### src/rtl/capture_data_tx_n_v_pkg.sv
// Shared types and sizing for the TX capture path into BRAM.
// Holds the capture FSM encoding and the default word and address widths.
package capture_data_tx_n_v_pkg;

  localparam int CAP_DATA_W = 32;
  localparam int CAP_ADDR_W = 12;

  localparam logic ONE  = 1'b1;
  localparam logic NULL = 1'b0;

  typedef enum logic [2:0] {
    IDLE,
    ARM,
    CAPTURE,
    FLUSH,
    DONE
  } cap_state_t;

endpackage

### src/rtl/capture_data_tx_n_v_packer.sv
// Per-channel LSB-first serial-to-word packer with a one-word holding slot.
// Optional CAPTURE_FRAME_ALIGN_EN: later start bits cut the partial word so frames start at bit 0.
module cap_bit_packer
  import capture_data_tx_n_v_pkg::*;
#(
  parameter int DATA_W = CAP_DATA_W
) (
  input  logic              clk_15_o,
  input  logic              rst,
  input  logic              clr,
  input  logic              en,
  input  logic              flush,
  input  logic              full,
  input  logic              ce,
  input  logic              start,
  input  logic              data,
  input  logic              grant,
  output logic              armed,
  output logic              req,
  output logic              ovf,
  output logic [DATA_W-1:0] word
);

  localparam int CNT_W = $clog2(DATA_W);

  logic [DATA_W-1:0] sr;
  logic [DATA_W-1:0] hold;
  logic [DATA_W-1:0] word_now;
  logic [CNT_W-1:0]  cnt;
  logic              pending;
  logic              fire;
  logic              arm_fire;
  logic              complete;
  logic              cut;
  logic              done;

  assign fire     = en && ce && !full;
  assign arm_fire = fire && start && !armed;
  assign complete = fire && armed && (cnt == CNT_W'(DATA_W - 1));

`ifdef CAPTURE_FRAME_ALIGN_EN
  assign cut = fire && armed && start && (cnt != '0);
`else
  assign cut = NULL;
`endif

  assign done     = cut || complete;
  assign word_now = cut ? sr : {data, sr[DATA_W-2:0]};
  assign ovf      = done && pending;

  // A finished word is offered the same cycle it completes; the slot only fills if the port is taken.
  assign req  = !full && (pending || done || (flush && (cnt != '0)));
  assign word = pending ? hold : (done ? word_now : sr);

  always_ff @(posedge clk_15_o or posedge rst) begin
    if (rst) begin
      sr      <= '0;
      hold    <= '0;
      cnt     <= '0;
      pending <= NULL;
      armed   <= NULL;
    end else if (clr) begin
      sr      <= '0;
      hold    <= '0;
      cnt     <= '0;
      pending <= NULL;
      armed   <= NULL;
    end else begin
      if (done && !pending && !grant) begin
        pending <= ONE;
        hold    <= word_now;
      end else if (grant && pending) begin
        pending <= NULL;
      end

      if (arm_fire) begin
        armed <= ONE;
        sr    <= {{(DATA_W-1){1'b0}}, data};
        cnt   <= CNT_W'(1);
      end else if (cut) begin
        sr  <= {{(DATA_W-1){1'b0}}, data};
        cnt <= CNT_W'(1);
      end else if (complete) begin
        sr  <= '0;
        cnt <= '0;
      end else if (fire && armed) begin
        sr[cnt] <= data;
        cnt     <= cnt + CNT_W'(1);
      end else if (flush && grant && !pending) begin
        sr  <= '0;
        cnt <= '0;
      end
    end
  end

endmodule

### src/rtl/capture_data_tx_n_v.sv
// Captures VSK/NSK coder bit streams into BRAM port A: VSK in the lower half, NSK in the upper half.
// Build option CAPTURE_FRAME_ALIGN_EN word-aligns every frame start (see cap_bit_packer).
module capture_data_tx_n_v
  import capture_data_tx_n_v_pkg::*;
#(
  parameter int DATA_W = CAP_DATA_W,
  parameter int ADDR_W = CAP_ADDR_W
) (
  input  logic              clk_15_o,
  input  logic              rst,
  input  logic              data_std,
  input  logic              cap_start,
  input  logic              cap_stop,
  input  logic              cod_ce_v_in,
  input  logic              cod_start_v_in,
  input  logic              cod_data_v_in,
  input  logic              cod_ce_n_in,
  input  logic              cod_start_n_in,
  input  logic              cod_data_n_in,
  output logic              bram_en,
  output logic              bram_we,
  output logic [ADDR_W-1:0] bram_addr,
  output logic [DATA_W-1:0] bram_din,
  output logic [ADDR_W-1:0] words_v,
  output logic [ADDR_W-1:0] words_n,
  output logic              busy,
  output logic              end_data,
  output logic              overflow
);

  localparam logic [ADDR_W-1:0] HALF = ADDR_W'(1) << (ADDR_W - 1);

  cap_state_t        state;
  cap_state_t        state_nxt;
  logic              run_clr;
  logic              en;
  logic              flush;
  logic              full_v;
  logic              full_n;
  logic              armed_v;
  logic              armed_n;
  logic              req_v;
  logic              req_n;
  logic              ovf_v;
  logic              ovf_n;
  logic              grant_v;
  logic              grant_n;
  logic [DATA_W-1:0] word_v;
  logic [DATA_W-1:0] word_n;

  assign run_clr = (state == IDLE) && cap_start && data_std;
  assign en      = (state == ARM) || (state == CAPTURE);
  assign flush   = (state == FLUSH);
  assign full_v  = (words_v == HALF);
  assign full_n  = (words_n == HALF);

  // VSK always wins the shared port; NSK waits at most one cycle in its holding slot.
  assign grant_v = req_v;
  assign grant_n = req_n && !req_v;

  cap_bit_packer #(.DATA_W(DATA_W)) u_pack_v (
    .clk_15_o (clk_15_o),
    .rst      (rst),
    .clr      (run_clr),
    .en       (en),
    .flush    (flush),
    .full     (full_v),
    .ce       (cod_ce_v_in),
    .start    (cod_start_v_in),
    .data     (cod_data_v_in),
    .grant    (grant_v),
    .armed    (armed_v),
    .req      (req_v),
    .ovf      (ovf_v),
    .word     (word_v)
  );

  cap_bit_packer #(.DATA_W(DATA_W)) u_pack_n (
    .clk_15_o (clk_15_o),
    .rst      (rst),
    .clr      (run_clr),
    .en       (en),
    .flush    (flush),
    .full     (full_n),
    .ce       (cod_ce_n_in),
    .start    (cod_start_n_in),
    .data     (cod_data_n_in),
    .grant    (grant_n),
    .armed    (armed_n),
    .req      (req_n),
    .ovf      (ovf_n),
    .word     (word_n)
  );

  always_ff @(posedge clk_15_o or posedge rst) begin
    if (rst) state <= IDLE;
    else     state <= state_nxt;
  end

  always_comb begin
    state_nxt = state;
    unique case (state)
      IDLE:    if (cap_start && data_std) state_nxt = ARM;
      ARM: begin
        if (cap_stop || !data_std)       state_nxt = FLUSH;
        else if (armed_v || armed_n)     state_nxt = CAPTURE;
      end
      CAPTURE: if (cap_stop || !data_std || (full_v && full_n)) state_nxt = FLUSH;
      FLUSH:   if (!req_v && !req_n) state_nxt = DONE;
      DONE:    state_nxt = IDLE;
      default: state_nxt = IDLE;
    endcase
  end

  always_ff @(posedge clk_15_o or posedge rst) begin
    if (rst) begin
      bram_en   <= NULL;
      bram_we   <= NULL;
      bram_addr <= '0;
      bram_din  <= '0;
      words_v   <= '0;
      words_n   <= '0;
      busy      <= NULL;
      end_data  <= NULL;
      overflow  <= NULL;
    end else begin
      bram_en <= grant_v || grant_n;
      bram_we <= grant_v || grant_n;
      if (grant_v) begin
        bram_addr <= {1'b0, words_v[ADDR_W-2:0]};
        bram_din  <= word_v;
      end else if (grant_n) begin
        bram_addr <= {1'b1, words_n[ADDR_W-2:0]};
        bram_din  <= word_n;
      end

      if (run_clr) begin
        words_v  <= '0;
        words_n  <= '0;
        overflow <= NULL;
      end else begin
        if (grant_v)       words_v  <= words_v + ADDR_W'(1);
        if (grant_n)       words_n  <= words_n + ADDR_W'(1);
        if (ovf_v || ovf_n) overflow <= ONE;
      end

      busy     <= (state_nxt == ARM) || (state_nxt == CAPTURE) || (state_nxt == FLUSH);
      end_data <= (state_nxt == DONE);
    end
  end

endmodule
### config.mk
export PLATFORM = sky130hd
export DESIGN_NAME = capture_data_tx_n_v
export DESIGN_NICKNAME = d
export VERILOG_FILES = /design/src/rtl/capture_data_tx_n_v_pkg.sv /design/src/rtl/capture_data_tx_n_v_packer.sv /design/src/rtl/capture_data_tx_n_v.sv
export SDC_FILE = /design/constraint.sdc
export NUM_CORES = 1
export LEC_CHECK = 0
export BUFFER_PORTS_ARGS = -buffer_cell sky130_fd_sc_hd__buf_2
export CAP_MARGIN = 20
export CORE_MARGIN = 4
export CORE_UTILIZATION = 55
export DETAILED_ROUTE_END_ITERATION = 16
export GPL_TIMING_DRIVEN = 0
export PLACE_DENSITY = 0.74
export REMOVE_ABC_BUFFERS = 1
export SETUP_SLACK_MARGIN = 0.02
export SYNTH_ARGS = -nofsm -noshare
export SYNTH_HDL_FRONTEND = slang
export SYNTH_SLANG_ARGS = --single-unit
### constraint.sdc
create_clock -name clk_15_o -period 8.68 [get_ports clk_15_o]
set_clock_uncertainty 0.15 [all_clocks]
set_input_delay 0.868 -clock clk_15_o [delete_from_list [all_inputs] [get_ports clk_15_o]]
set_output_delay 0.868 -clock clk_15_o [all_outputs]
set_load 0.02 [all_outputs]
# Yosys cells after proc, flatten, opt, wreduce, memory -nomap -nowiden
# Cells that the tools add are included.
totals:
  romBits: 0
  regBits: 217
  latch_bits: 0
  n_memories: 0
  ramBits: 0
  word_cells: 171
  in_bits: 11
  output_inout_bits: 73
classes:
  n_reduce_logical: 73
  eq_ne: 11
  n_lt_le_gt_ge: 4
  n_div: 0
  multipliers: 0
  add_sub_neg: 4
  bitwise_logic: 0
  n_mux: 60
  shifts: 0
ops:
  columns: ["cell", "n"]
  rows:
  - ["$mux 32", 20]
  - ["$mux 12", 6]
  - ["$bwmux 32", 2]
  - ["$mux 5", 10]
  - ["$logic_and 1x1->1", 36]
  - ["$add 12x1->12 const B", 2]
  - ["$eq 12x12->1 const B", 2]
  - ["$reduce_bool 5->1", 4]
  - ["$reduce_bool 2->1", 8]
  - ["$mux 3", 5]
  - ["$mux 1", 14]
  - ["$eq 3x2->1 const B", 4]
  - ["$logic_or 1x1->1", 12]
  - ["$lt 5x6->1 const B", 2]
  - ["$pmux 3 s4", 1]
  - ["$add 5x1->5 const B", 2]
  - ["$demux 1 s5", 2]
  - ["$eq 5x5->1 const B", 2]
  - ["$ge 5x1->1 const B", 2]
  - ["$logic_not 1->1", 10]
  - ["$eq 3x1->1 const B", 2]
  - ["$reduce_bool 3->1", 2]
  - ["$eq 3x3->1 const B", 1]
  - ["$logic_not 3->1", 1]

# Longest topological paths before layout
logic_depth:
  depth_word: 18
  ltp_mapped: 12
  mapped_depth_nobuf: 8

# Hierarchy
# A second synthesis with hierarchy kept.
unflattened:
  hier_cells: 1146
  hier_area_um2: 10822.9
modules_own_cells:
  columns: ["module", "cells_per_inst", "instances", "seq_area_each_um2", "area_each_um2"]
  rows:
  - ["cap_bit_packer", 395, 2, 1776.7, 3603.5]
  - ["capture_data_tx_n_v", 356, 1, 1876.8, 3616.0]

# Least setup slack after synthesis
# No wires, ideal clock.
synth_timing:
  path_type: "flip-flop to flip-flop"
  from: "register u_pack_v.cnt[1]"
  to: "register u_pack_v.sr[0]"
  required_ps: 8404
  path_stages_with_launch: 12
  setup_slack_ps: 5879
  setup_ps: 126
  n_path_buf: 3
  arrival_time_ps: 2525
  period_less_slack_ps: 2801
  path_cell_list: "dfrtp_1 -> ha_1 -> clkbuf_1 -> and3_1 -> ha_1 -> nand4b_1 -> o22ai_4 -> o21ai_2 -> o311a_1 -> buf_6 -> buf_6 -> a221o_1"
synth_via:
  elab_chain_cells: 9
  elab_cells_between_ends: 20
  classes_between: "order compare (2); eq/ne (1); mux (7); reduce/logical (10)"
synth_lines:
  columns: ["item", "line_no", "text"]
  rows:
  - ["from (decl)", "capture_data_tx_n_v_packer.sv:29", "logic [CNT_W-1:0] cnt;"]
  - ["from (signal assigned)", "capture_data_tx_n_v_packer.sv:88", "cnt <= cnt + CNT_W'(1);"]
  - ["$lt 5x6->1 (not written as such) or $ge 5x1->1 (tied branches)", "capture_data_tx_n_v_packer.sv:87", "sr[cnt] <= data;"]
  - ["$logic_and 1x1->1 (not written as such)", "capture_data_tx_n_v_packer.sv:87", null]
  - ["$mux 1 (not written as such)", "capture_data_tx_n_v_packer.sv:87", null]
  - ["$demux 1 s5", null, null]
  - ["$bwmux 32", "capture_data_tx_n_v_packer.sv:87", null]
  - ["$mux 32", "capture_data_tx_n_v_packer.sv:86", "end else if (fire && armed) begin"]
  - ["$mux 32", "capture_data_tx_n_v_packer.sv:83", "end else if (complete) begin"]
  - ["$mux 32", "capture_data_tx_n_v_packer.sv:76", "if (arm_fire) begin"]
  - ["$mux 32", "capture_data_tx_n_v_packer.sv:62", "end else if (clr) begin"]
  - ["to (signal assigned)", "capture_data_tx_n_v_packer.sv:78", "sr <= {{(DATA_W-1){1'b0}}, data};"]
  - ["to (signal assigned)", "capture_data_tx_n_v_packer.sv:81", "sr <= {{(DATA_W-1){1'b0}}, data};"]
  - ["to (signal, indexed assignment)", "capture_data_tx_n_v_packer.sv:87", null]
  - ["to (decl)", "capture_data_tx_n_v_packer.sv:26", "logic [DATA_W-1:0] sr;"]
# Parallel ways exist; a longest one is shown, timed or not.
# A chain may end at the register's enable or synchronous reset.

# Worst setup path after layout
layout_timing:
  from: "register u_pack_n.cnt[0]"
  to: "register bram_addr[0]"
layout_via:
  elab_chain_cells: 7
  elab_cells_between_ends: 9
  classes_between: "eq/ne (1); reduce/logical (8)"
layout_lines:
  columns: ["item", "line_no", "text"]
  rows:
  - ["from (decl)", "capture_data_tx_n_v_packer.sv:29", null]
  - ["from (signal assigned)", "capture_data_tx_n_v_packer.sv:88", null]
  - ["$eq 5x5->1", "capture_data_tx_n_v_packer.sv:39", "assign complete = fire && armed && (cnt == CNT_W'(DATA_W - 1));"]
  - ["$logic_and 1x1->1", "capture_data_tx_n_v_packer.sv:39", null]
  - ["$logic_or 1x1->1", "capture_data_tx_n_v_packer.sv:52", "assign req = !full && (pending || done || (flush && (cnt != '0)));"]
  - ["$logic_or 1x1->1 *", "capture_data_tx_n_v_packer.sv:52", null]
  - ["$logic_and 1x1->1 *", "capture_data_tx_n_v_packer.sv:52", null]
  - ["$logic_and 1x1->1 *", "capture_data_tx_n_v.sv:59", "assign grant_n = req_n && !req_v;"]
  - ["$reduce_bool 2->1 (no line) *", null, null]
  - ["to (signal assigned)", "capture_data_tx_n_v.sv:130", "bram_addr <= {1'b0, words_v[ADDR_W-2:0]};"]
  - ["to (signal assigned)", "capture_data_tx_n_v.sv:133", "bram_addr <= {1'b1, words_n[ADDR_W-2:0]};"]
  - ["to (decl)", "capture_data_tx_n_v.sv:22", "output logic [ADDR_W-1:0] bram_addr,"]
# Mark *: on every way between the ends. The rest lies on a longest branch, timed or not.

==> flow_summary.yaml <==
drt:
  postRouteAntennaNets: 0
  drcViolationCount: 0
  dr.pass1.iters: 5
  viasPerCell: 6.13
  post_drt_wl_per_cell_um: 19.4
  detailedRoute.firstIterationViolations: 965
  wirelength_mm: 29.3
  vias: 9276
setup_path:
  crit_path_start_kind: "flip-flop"
  path_cells: "ha_1 -> and3_1 -> ha_1 -> nand4b_1 -> nor2_1 -> o21a_2 -> a21oi_1 -> a22oi_1"
  crit_buf_inv: 0
  cp_top_family: "compound AO/OA/AOI/OAI gates"
  rr_startpoint: "u_pack_n.cnt[0]"
  crit_type: "reg2reg"
  reg2reg_depth: 8
  critPathMostFrequentCell: "ha_1"
  end_kind: "flip-flop"
  slowest_delay_ns: 0.92
  critPathRequiredTime_ns: 8.95
  worstPathArrival_ns: 4.03
  cp_slowest_cell: "o21a_2"
  r2r-end: "bram_addr[0]"
  path_max_fanout: 43
  r2r_slack_ns: 4.92
yosys:
  synth.area.top_cells: "dfrtp_1, o21ai_0, nand2_1"
  ys.warnings.count: 0
  synth_top_area_share: 0.482
  synth_area_um2: 11300
  async_flop_share: 1.00
  synth.avg_cell_area_um2: 9.45
  synthCells: 1192
  yosysTopAreaCell: "dfrtp_1"
  synth_cell_types: 68
  synth_edf_count: 0
  synth_ff_type: "dfrtp_1"
  synth-seq-cells: 217
  yosysSeqAreaShare: 0.482
sta:
  holdWs_ns: 0.279
  slew_violations: 0
  finalHoldViolCount: 0
  relSlewSlack: 0.280
  rsz0062_at_grt: "no"
  fin_crit_ns: 3.76
  max_slew.worst_pin.slew_ns: 1.07
  max_freq_mhz: 266
  finalSetupViolCount: 0
  fin_crit_sh: 0.433
outcome:
  status: "finished clean"
cells_and_area:
  finalNetCount: 1252
  n_antenna_cell: 0
  fill_cells: 1625
  drive_gt1_frac: 0.165
  ff_latch_area_um2: 5430
  multi_input_area_um2: 5360
  final_common_cell: "dfrtp_1"
  layout_common_cells: "dfrtp_1, nand2_1, o21ai_0, nor2_1, buf_2"
  areaGrowthSynthToFinish_pct: 13.4
clock_network:
  cts_buffers: 24
  clk_latency_ns: 0.53
  path_clk_slew_ns: 0.06
  clkSinkCount: 217
  clockRootBuffer: "clkbuf_16"
  cts_resized: 0
  cts_tree: "yes"
  post_cts_buffers: 0
  htreeDepth: 1
  holdBufCountCts: 0
  cts_buffer_depth: 3
job:
  drv_cap: 0
floorplanning:
  design.core.area_um2: 20200
  row_count: 52
  die_h_um: 151
  fp.dieArea_um2: 22800
  die_x_um: 151
  start_util: 0.559
  io_pins: 84
power_and_ir_drop:
  p_leak_nw: 5.90
  finalPower_mw: 3.39
  irDropWorstVdd_mv: 0.165
  p_per_area_nw_per_um2: 265
global_routing:
  grt_pass1_vias: 8807
  grt_pass1_wl_mm: 47.9
  grt_max_degree: 131
  grt_usage: 0.260
  antenna_found_initial: 0
  grt-ovfl-total: 0
placement:
  post-dp-hpwl_mm: 19.5
  gp_congestion: 0.857
  io_buffer_count: 83
min_path:
  hold_class: "in2async"
==> where the power goes <==
| part | switching (mW) | total, mW | internal [mW] |
|---|---|---|---|
| logic | 0.705 | 1.08 | 0.372 |
| registers | 0.141 | 1.29 | 1.15 |
| clock network | 0.414 | 1.02 | 0.603 |
==> synth_stat cells (14+ instances only) <==
cell type	instances
a21oi_1	24
a221o_1	22
a32o_1	15
and2_1	61
and3_1	37
buf_2	24
clkbuf_1	52
dfrtp_1	217
ha_1	14
mux2_2	32
mux2i_1	34
nand2_1	155
nand3_1	51
nor2_1	98
o21ai_0	124
o22ai_1	33
==> registers in the layout, summed over array words and instances, names as in the netlist <==
signal,flops
bram_addr,12
bram_din,32
bram_we,1
busy,1
end_data,1
overflow,1
state,3
u_pack_n.armed,1
u_pack_n.cnt,5
u_pack_n.hold,32
u_pack_n.pending,1
u_pack_n.sr,32
u_pack_v.armed,1
u_pack_v.cnt,5
u_pack_v.hold,32
u_pack_v.pending,1
u_pack_v.sr,32
words_n,12
words_v,12
==> worst max path at each step <==
stage                    start                to  cells past startpoint  slack [ns]
2_1_floorplan              rst      bram_addr[0]                      1        1.73
3_3_place_gp               rst  u_pack_n.hold[9]                      2       -0.86
3_5_place_dp   u_pack_v.cnt[1]  u_pack_n.hold[4]                      8        4.56
4_1_cts        u_pack_v.cnt[1]  u_pack_n.hold[4]                      8        4.48
5_1_grt        u_pack_n.cnt[0]      bram_addr[0]                      8        4.76
6_report       u_pack_n.cnt[0]      bram_addr[0]                      8        4.92
==> layer usage <==
metal / vias to the layer above / wire length (um) / track usage
li1: 4319 / - / -
met1: 4625 / 13200 / 0.390
met2: 289 / 13700 / 0.398
met3: 43 / 1800 / 0.0362
met4: 0 / 576 / 0.0698
met5: - / 0 / 0
==> worst register-to-register path, stage by stage, from the launching register on <==
cell and delay [ns]:
dfrtp_1 0.46, ha_1 0.39, and3_1 0.21, ha_1 0.18
nand4b_1 0.18, nor2_1 0.75, o21a_2 0.92, a21oi_1 0.20
a22oi_1 0.21
==> cells by family (layout without fill, tap and decap cells) <==
kind of cell,count (synthesis),count (layout),share of synthesized area
AOI/OAI and AO/OA,298,298,0.175
xor gates and xnor gates,10,10,0.00844
adders and majority gates,14,14,0.0155
buffers and inverters,112,163,0.0472
DFF,217,217,0.482
muxes,66,66,0.0622
and+or+nand+nor,475,475,0.210
==> cell type report <==
cell class                      count  area share
Clock buffer                       32      0.0525
Clock inverter                     10     0.00959
Inverter                           13     0.00441
Multi-Input combinational cell    863       0.419
Sequential cell                   217       0.425
Tap cell                          270      0.0264
Timing Repair Buffer              108      0.0629
==> through the flow <==
step	setup TNS [ns]	utilization	cell area, um2	cells	setup WS [ns]
2_1_floorplan	0	-	10800	1093	1.73
5_1_grt	0	0.634	12800	1513	4.76
3_3_place_gp	-182.08	0.572	11500	1446	-0.859
6_report	0	0.634	12800	1513	4.92
4_1_cts	0	0.632	12700	1510	4.48
3_5_place_dp	0	0.592	12000	1468	4.56
Note: power is estimated with default switching activity, not from simulation.
